--- src/rtl/barrier_sync_controller.sv ---
// barrier_sync_controller
// Arrival/release sequencer for a multi-level synchronisation barrier.
// Each level posts arrivals with a valid/ready handshake. The block keeps an
// outstanding-arrival count per level. It fires a one-cycle release pulse to
// every enabled level once all enabled levels have at least one arrival pending.
//
// Optional feature: define BARRIER_WATCHDOG_EN to add a GATHER-state watchdog.
// The watchdog sets a sticky timeout flag after TIMEOUT_CYCLES consecutive
// GATHER cycles. When the macro is undefined, timeout is tied to 0.
module barrier_sync_controller #(
  parameter int NUM_LEVELS     = 4,
  parameter int COUNT_BITS     = 4,
  parameter int TIMEOUT_CYCLES = 1024
) (
  input  logic                             clk,
  input  logic                             reset,
  input  logic [NUM_LEVELS-1:0]            level_enable,
  input  logic [NUM_LEVELS-1:0]            arrive_valid,
  output logic [NUM_LEVELS-1:0]            arrive_ready,
  output logic [NUM_LEVELS-1:0]            resume,
  output logic [NUM_LEVELS*COUNT_BITS-1:0] pending,
  output logic [7:0]                       release_count,
  output logic                             busy,
  output logic                             timeout
);

  localparam logic [COUNT_BITS-1:0] CNT_MAX = '1;

  typedef enum logic [1:0] {
    IDLE    = 2'd0,
    GATHER  = 2'd1,
    RELEASE = 2'd2
  } state_t;

  state_t                state_q, state_d;
  logic [COUNT_BITS-1:0] count_q [NUM_LEVELS];
  logic [COUNT_BITS-1:0] count_d [NUM_LEVELS];
  logic [7:0]            release_count_q;

  logic [NUM_LEVELS-1:0] accept;     // handshake completed this cycle
  logic [NUM_LEVELS-1:0] decr;       // level consumes one arrival this cycle
  logic [NUM_LEVELS-1:0] nonzero_d;  // post-update count is nonzero
  logic [NUM_LEVELS-1:0] level_ok_d; // level does not block the release
  logic                  in_release;
  logic                  release_cond;

  assign in_release = (state_q == RELEASE);

  genvar gi;
  generate
    for (gi = 0; gi < NUM_LEVELS; gi++) begin : g_level
      // Ready is taken from the registered count, before any decrement.
      // A full level therefore waits one cycle during a release instead of
      // being accepted and decremented in the same cycle.
      assign arrive_ready[gi] = level_enable[gi] && (count_q[gi] != CNT_MAX);
      assign accept[gi]       = arrive_valid[gi] && arrive_ready[gi];

      // The count guard prevents underflow if a level is enabled while the
      // barrier is already releasing.
      assign decr[gi] = in_release && level_enable[gi] && (count_q[gi] != '0);

      // Post-update count. Ready is low at full, so the sum cannot overflow.
      always_comb begin
        count_d[gi] = count_q[gi] + COUNT_BITS'(accept[gi]) - COUNT_BITS'(decr[gi]);
      end

      assign nonzero_d[gi]  = (count_d[gi] != '0);
      assign level_ok_d[gi] = !level_enable[gi] || nonzero_d[gi];

      assign pending[gi*COUNT_BITS +: COUNT_BITS] = count_q[gi];
      // Follows the live enable, so a level dropped mid-release is not pulsed.
      assign resume[gi] = in_release && level_enable[gi];

      // Per-level outstanding-arrival counter.
      always_ff @(posedge clk) begin
        if (reset) begin
          count_q[gi] <= '0;
        end else begin
          count_q[gi] <= count_d[gi];
        end
      end
    end
  endgenerate

  // Release requires at least one enabled level, all holding an arrival.
  assign release_cond = (|level_enable) && (&level_ok_d);

  // Next state from the post-update counts.
  always_comb begin
    state_d = IDLE;
    if (release_cond) begin
      state_d = RELEASE;
    end else if (|nonzero_d) begin
      state_d = GATHER;
    end
  end

  // Barrier state and release counter (wraps 255 -> 0).
  always_ff @(posedge clk) begin
    if (reset) begin
      state_q         <= IDLE;
      release_count_q <= '0;
    end else begin
      state_q <= state_d;
      if (in_release) begin
        release_count_q <= release_count_q + 8'd1;
      end
    end
  end

  assign release_count = release_count_q;
  assign busy          = (state_q != IDLE);

`ifdef BARRIER_WATCHDOG_EN
  localparam int WD_BITS = $clog2(TIMEOUT_CYCLES + 1);

  logic [WD_BITS-1:0] wd_q;
  logic               timeout_q;

  // Counts consecutive GATHER cycles. The flag stays set until reset.
  always_ff @(posedge clk) begin
    if (reset) begin
      wd_q      <= '0;
      timeout_q <= 1'b0;
    end else if (state_q == GATHER) begin
      if (wd_q == WD_BITS'(TIMEOUT_CYCLES - 1)) begin
        timeout_q <= 1'b1;
      end
      if (wd_q != WD_BITS'(TIMEOUT_CYCLES)) begin
        wd_q <= wd_q + 1'b1;
      end
    end else begin
      wd_q <= '0;
    end
  end

  assign timeout = timeout_q;
`else
  assign timeout = 1'b0;
`endif

endmodule

--- config.mk ---
export PLATFORM = sky130hd
export DESIGN_NAME = barrier_sync_controller
export DESIGN_NICKNAME = d
export VERILOG_FILES = /design/src/rtl/barrier_sync_controller.sv
export SDC_FILE = /design/constraint.sdc
export NUM_CORES = 1
export LEC_CHECK = 0
export BUFFER_PORTS_ARGS = -buffer_cell sky130_fd_sc_hd__buf_2
export CORE_MARGIN = 2
export CORE_UTILIZATION = 40
export CTS_CLUSTER_DIAMETER = 30
export DETAILED_ROUTE_END_ITERATION = 16
export GPL_TIMING_DRIVEN = 0
export PLACE_DENSITY = 0.71
export SLEW_MARGIN = 25
export SYNTH_ARGS = -nofsm -noshare
export SYNTH_HDL_FRONTEND = slang
export SYNTH_SLANG_ARGS = --single-unit
--- constraint.sdc ---
create_clock -name clk -period 3.1 [get_ports clk]
set_input_delay 0.31 -clock clk [delete_from_list [all_inputs] [get_ports clk]]
set_output_delay 0.31 -clock clk [all_outputs]
set_load 0.005 [all_outputs]
==> results of run 1 <==
==> layer usage <==
layer	track usage, %	vias up	share of wire [%]	wire length [µm]
met5	0	-	0	0
met4	5.88	0	0.98	39
met3	2.18	4	4.8	191
met2	26.4	36	50	1990
met1	21.2	696	44	1740
li1	-	742	-	-
==> path summary, 6_finish.rpt <==
path              depth (start not counted)  slack [ps]                            end
hold / removal                            2         290       count_q[3][0]$_SDFF_PP0_
hold reg to reg                           2         490  release_count[7]$_SDFFE_PP0N_
setup reg to reg                         13          20          state_q[1]$_SDFF_PP0_
setup / recovery                         13          20          state_q[1]$_SDFF_PP0_
==> state kept, by name, summed over array words and instances (netlist names) <==
register	count
count_q	16
release_count	8
state_q	2
==> placed cells by master (no fill, tap or decap), types with 3 or more instances in the layout <==
cell | netlist | routed
nor2b_1 | 8 | 8
xnor2_1 | 6 | 6
a21o_1 | 3 | 3
buf_4 | 2 | 8
nor2_1 | 16 | 15
fa_1 | 4 | 4
nand4_1 | 4 | 4
and2_1 | 5 | 5
a21oi_1 | 7 | 6
xor2_1 | 8 | 7
nand2_1 | 9 | 7
clkbuf_8 | 0 | 3
inv_1 | 35 | 33
or3_1 | 4 | 4
dfxtp_1 | 26 | 24
o21ai_0 | 3 | 3
buf_2 | 0 | 42
and3_1 | 3 | 3
a31oi_1 | 8 | 6
ha_1 | 25 | 23
==> layout make-up <==
class / instances / area (µm²) / share of cell area, %
Multi-Input combinational cell: 129 / 1130 / 51.4
Sequential cell: 26 / 523 / 23.8
Timing Repair Buffer: 48 / 255 / 11.6
Inverter: 35 / 131 / 5.99
Tap cell: 50 / 62.6 / 2.85
Clock buffer: 3 / 41.3 / 1.88
Clock inverter: 1 / 30.0 / 1.37
Buffer: 4 / 22.5 / 1.03
==> through the flow <==
step | hold WS, ps | power, µW | cell area [µm²] | setup WS [ps]
final | 290 | 2040 | 2190 | 23.7
after global routing | 302 | 2200 | 2190 | -99.1
after CTS | 290 | 1830 | 2040 | 36.8
after detailed placement | 476 | 1540 | 1970 | 62.2
after global placement | 469 | 1510 | 1970 | 142
after floorplan | 382 | 1270 | 1700 | 352
==> what timing repair did <==
item / in CTS / in global routing
resized for setup: 0 / 22
setup buffers: 0 / 6
setup endpoints to repair: 0 / 2
==> cells by family after synthesis <==
family	Yosys count	synth area share, %
mux	2	1.47
simple gates	57	17.7
other cells	1	0.221
compound gates	26	10.6
xor+xnor	14	7.21
fa+ha+maj	29	23.1
flops	26	30.6
buf+inv	39	9.05
==> power by group <==
part	total (µW)	switching, µW	internal [µW]
logic	1250	656	593
registers	503	75.5	427
clock network	285	112	173
total	2040	843	1190
==> flow_metrics.tcl, run 1 <==
set metrics [dict create \
    slew_viol_final 0 \
    die_w_um 69.2 \
    placedCellCount 286 \
    cts_hold_buf 0 \
    critPathLaunchType "register" \
    cts.sinks 26 \
    startpoint "count_q[0][2]$_SDFF_PP0_" \
    path_max_fanout 3 \
    synth_cell_types 33 \
    initial_core_util_pct 41.9 \
    cts_tree "done" \
    dp_hpwl_um 2850 \
    core_mm2 0.00406 \
    place.port_buffers 42 \
    track_usage_pct 16.0 \
    grt_start_max_net_pins 16 \
    cap_violations 0 \
    wl_um 3960 \
    ant_nets 0 \
    worst_pin_slew_ps 515 \
    diodes 0 \
    htree_levels 1 \
    synth_top_area_share_pct 30.6 \
    ys_top_cells_by_count "35 x inv_1, 26 x dfxtp_1, 25 x ha_1, 16 x nor2_1, 9 x nand2_1" \
    viasPerCell 4.99 \
    synth_most_common_cell "inv_1" \
    rsz0062_at_grt "true" \
    grt_pass1_wl_um 6320 \
    boundaryPins 44 \
    first_global_vias 1396 \
    first_iter_violations 45 \
    synth_ff_type "dfxtp_1" \
    clock_latency_ps 270 \
    tns_ps 0 \
    synth_edf_count 0 \
    die-area_mm2 0.00479 \
    globalRouteOverflowTotal 0 \
    post_synth.cell_area_avg_um2 8.76 \
    max_freq_ghz 0.325 \
    synth_nets 233 \
    final_cell_count_no_fill 296 \
    path_cells "inv_1, ha_1, a31oi_4, ha_1, inv_2, ha_4, fa_1, or3_1, a211oi_2, buf_4, nor2_2, o221a_1, and3_1" \
    ys_seq_area_share_pct 30.6 \
    cp_top_family "adder cells" \
    row_count 23 \
    run_status "complete, no violations" \
    ir_drop_v 0.000485 \
    min_period_ps 3080 \
    max_stage_delay_ps 440 \
    drc 0 \
    critPathKind "reg2reg" \
    hp-class "in2reg" \
    end_kind "register" \
    syn-cell-area_mm2 0.00170 \
    finalCritPeriodShare_pct 99.2 \
    clock_path_buffers 2 \
    synth_cells 194 \
    place.gp.congestion 0.806 \
    cts_root_buffer "clkbuf_8" \
    synthArstFlopShare_pct 0 \
    cp_num_buf_inv 3 \
    setup_viol 0 \
    cp.required_ps 3270 \
    synth-seq-cells 26 \
    final_hold_viol_count 0 \
    powerDensity_mw_per_mm2 929 \
    synth_area_leaders "dfxtp_1 31%, ha_1 18%, inv_1 7.7%" \
    fin_skew_ps 2.61 \
    ys_warn_count 0 \
    drive_gt1_share_pct 30.1 \
    synth_area_leader_cell "dfxtp_1" \
    post-route-util_pct 54.1 \
    first_pass_iters 4 \
    slew_headroom_pct 65.7 \
    min-delay-start "reset" \
    rr_startpoint "count_q[0][2]$_SDFF_PP0_" \
    cp_slowest_cell "fa_1" \
    numCtsBuffers 3 \
    clk_pin_slew_ps 90 \
    routedWlPerCell_um 13.4 \
    fill_cells 382 \
    cellLeakagePower_uw 0.00109 \
    cp_data_arrival_time_ps 3250 \
    vias 1478 \
    cpMostUsedCell "ha_1" \
    antenna_found_initial 0 \
    die_h_um 69.2 \
    final_nets 286 \
    synthToLayoutAreaGrowth_pct 29.0 \
]
Power figures use the tool's default switching activity.
==> inputs of run 2 (changes only) <==
Settings changed: CELL_PAD_IN_SITES_DETAIL_PLACEMENT set to 0, CELL_PAD_IN_SITES_GLOBAL_PLACEMENT set to 1, CORE_UTILIZATION 40 to 39, PLACE_DENSITY 0.71 to 0.87.
==> flow_metrics.tcl, run 2 (synthesis results as in run 1) <==
set metrics [dict create \
    run_status "complete, no violations" \
    critPathKind "reg2reg" \
    drc 0 \
    place_ws_ps 74.0 \
    place.port_buffers 42 \
    clk_pin_slew_ps 100 \
    cap_violations 0 \
    hold_path_depth 2 \
    numCtsBuffers 3 \
    first_iter_violations 39 \
    cts.sinks 26 \
    critPathLaunchType "register" \
    clock_path_buffers 2 \
    die_w_um 70.0 \
    cts_tree "done" \
    ir_drop_v 0.000383 \
    max_freq_ghz 0.335 \
    clock_latency_ps 280 \
    cts_hold_buf 0 \
    hp-class "in2reg" \
    final_nets 283 \
    largest_reg_flops 16 \
    end_kind "register" \
    antenna_found_initial 0 \
    rr_worst_depth 15 \
    path_max_fanout 4 \
    grt_start_max_net_pins 16 \
    globalRouteOverflowTotal 0 \
    slew_viol_final 0 \
    final_hold_viol_count 0 \
    wl_um 3740 \
    vias 1431 \
    finalCritPeriodShare_pct 96.3 \
    row_count 24 \
    worst_pin_slew_ps 502 \
    setup_viol 0 \
    place.gp.congestion 0.797 \
    largest-register "count_q" \
    diodes 0 \
    viasPerCell 4.85 \
    first_pass_iters 4 \
    synthToLayoutAreaGrowth_pct 28.6 \
    grt_pass1_wl_um 6020 \
    htree_levels 1 \
    p_sw_uw 805 \
    p_sw_share_pct 40.4 \
    cp_data_arrival_time_ps 3160 \
    p_int_uw 1190 \
    initial_core_util_pct 39.9 \
    p_comb_share_pct 60.2 \
    mostFrequentLayoutCell "buf_2" \
    cts_root_buffer "clkbuf_8" \
    fin_skew_ps 6.22 \
    cellLeakagePower_uw 0.00107 \
    boundaryPins 44 \
    total_power_uw 1990 \
    rrSetupSlack_ps 120 \
    ant_nets 0 \
    sequentialPowerShare_pct 25.4 \
    min_period_ps 2980 \
    die-area_mm2 0.00490 \
    die_h_um 70.0 \
    slew_headroom_pct 66.5 \
    drive_gt1_share_pct 29.6 \
    first_global_vias 1365 \
    powerDensity_mw_per_mm2 912 \
    routedWlPerCell_um 12.7 \
    layout_common_cells "42 x buf_2, 33 x inv_1, 24 x dfxtp_1" \
    core_mm2 0.00426 \
    fin_ws_ps 116 \
    track_usage_pct 15.2 \
    dp_hpwl_um 2820 \
    clockPowerShare_pct 14.4 \
    cp.required_ps 3280 \
]
run 2: cell types whose count changed in the layout (fill, tap and decap cells not counted), sizes merged:
cell,before,now
buf,50,47
run 2: what timing repair did:
action	in CTS	in global routing
endpoints found under the setup margin	0	2
buffers inserted	0	3
gates resized for setup	0	24
run 2: path summary, 6_finish.rpt:
path | start | to
setup / recovery | state_q[1]$_SDFF_PP0_ | state_q[1]$_SDFF_PP0_
hold / removal | reset | count_q[3][0]$_SDFF_PP0_
setup reg to reg | state_q[1]$_SDFF_PP0_ | state_q[1]$_SDFF_PP0_
hold reg to reg | release_count[7]$_SDFFE_PP0N_ | release_count[7]$_SDFFE_PP0N_
run 2: per-stage QoR:
stage	util [%]	hold slack, ps	std cells	TNS, ps	cell area [µm²]
2_1_floorplan	-	382	194	0	1700
3_3_place_gp	46.3	467	288	0	1980
3_5_place_dp	46.3	481	288	0	1980
4_1_cts	48.0	301	292	0	2050
5_1_grt	51.3	307	295	-94.1	2190
6_report	51.3	298	295	0	2190
run 2: worst max-delay path, cell delays in order (launching register included):
cell	delay (ps)
dfxtp_2	340
nor2b_4	130
buf_6	130
buf_12	110
nand2_4	40
a31oi_2	130
ha_1	240
inv_1	60
ha_2	180
inv_2	40
fa_2	540
nor3b_2	180
nand2_1	70
mux2_4	290
o221a_1	240
and3_1	160
run 2: cell type report:
type | count | area, µm²
Fill cell | 433 | 2080
Multi-Input combinational cell | 129 | 1120
Sequential cell | 26 | 523
Timing Repair Buffer | 45 | 245
Inverter | 35 | 134
Tap cell | 52 | 65.1
Clock buffer | 3 | 41.3
Clock inverter | 1 | 30.0
Buffer | 4 | 26.3
run 2: power by group through the flow:
stage          Combinational [µW]  Sequential (µW)  Clock [µW]
6_report                     1200              506         287
5_1_grt                      1350              520         306
4_1_cts                      1050              501         290
3_5_place_dp                 1030              509           0
3_3_place_gp                 1010              507           0
2_1_floorplan                 766              504           0
run 2: metal layers:
layer	routed length, µm	vias up	GRT usage (%)
li1	-	737	-
met1	1710	663	19.3
met2	1860	27	26.0
met3	116	4	2.02
met4	44	0	5.77
met5	0	-	0
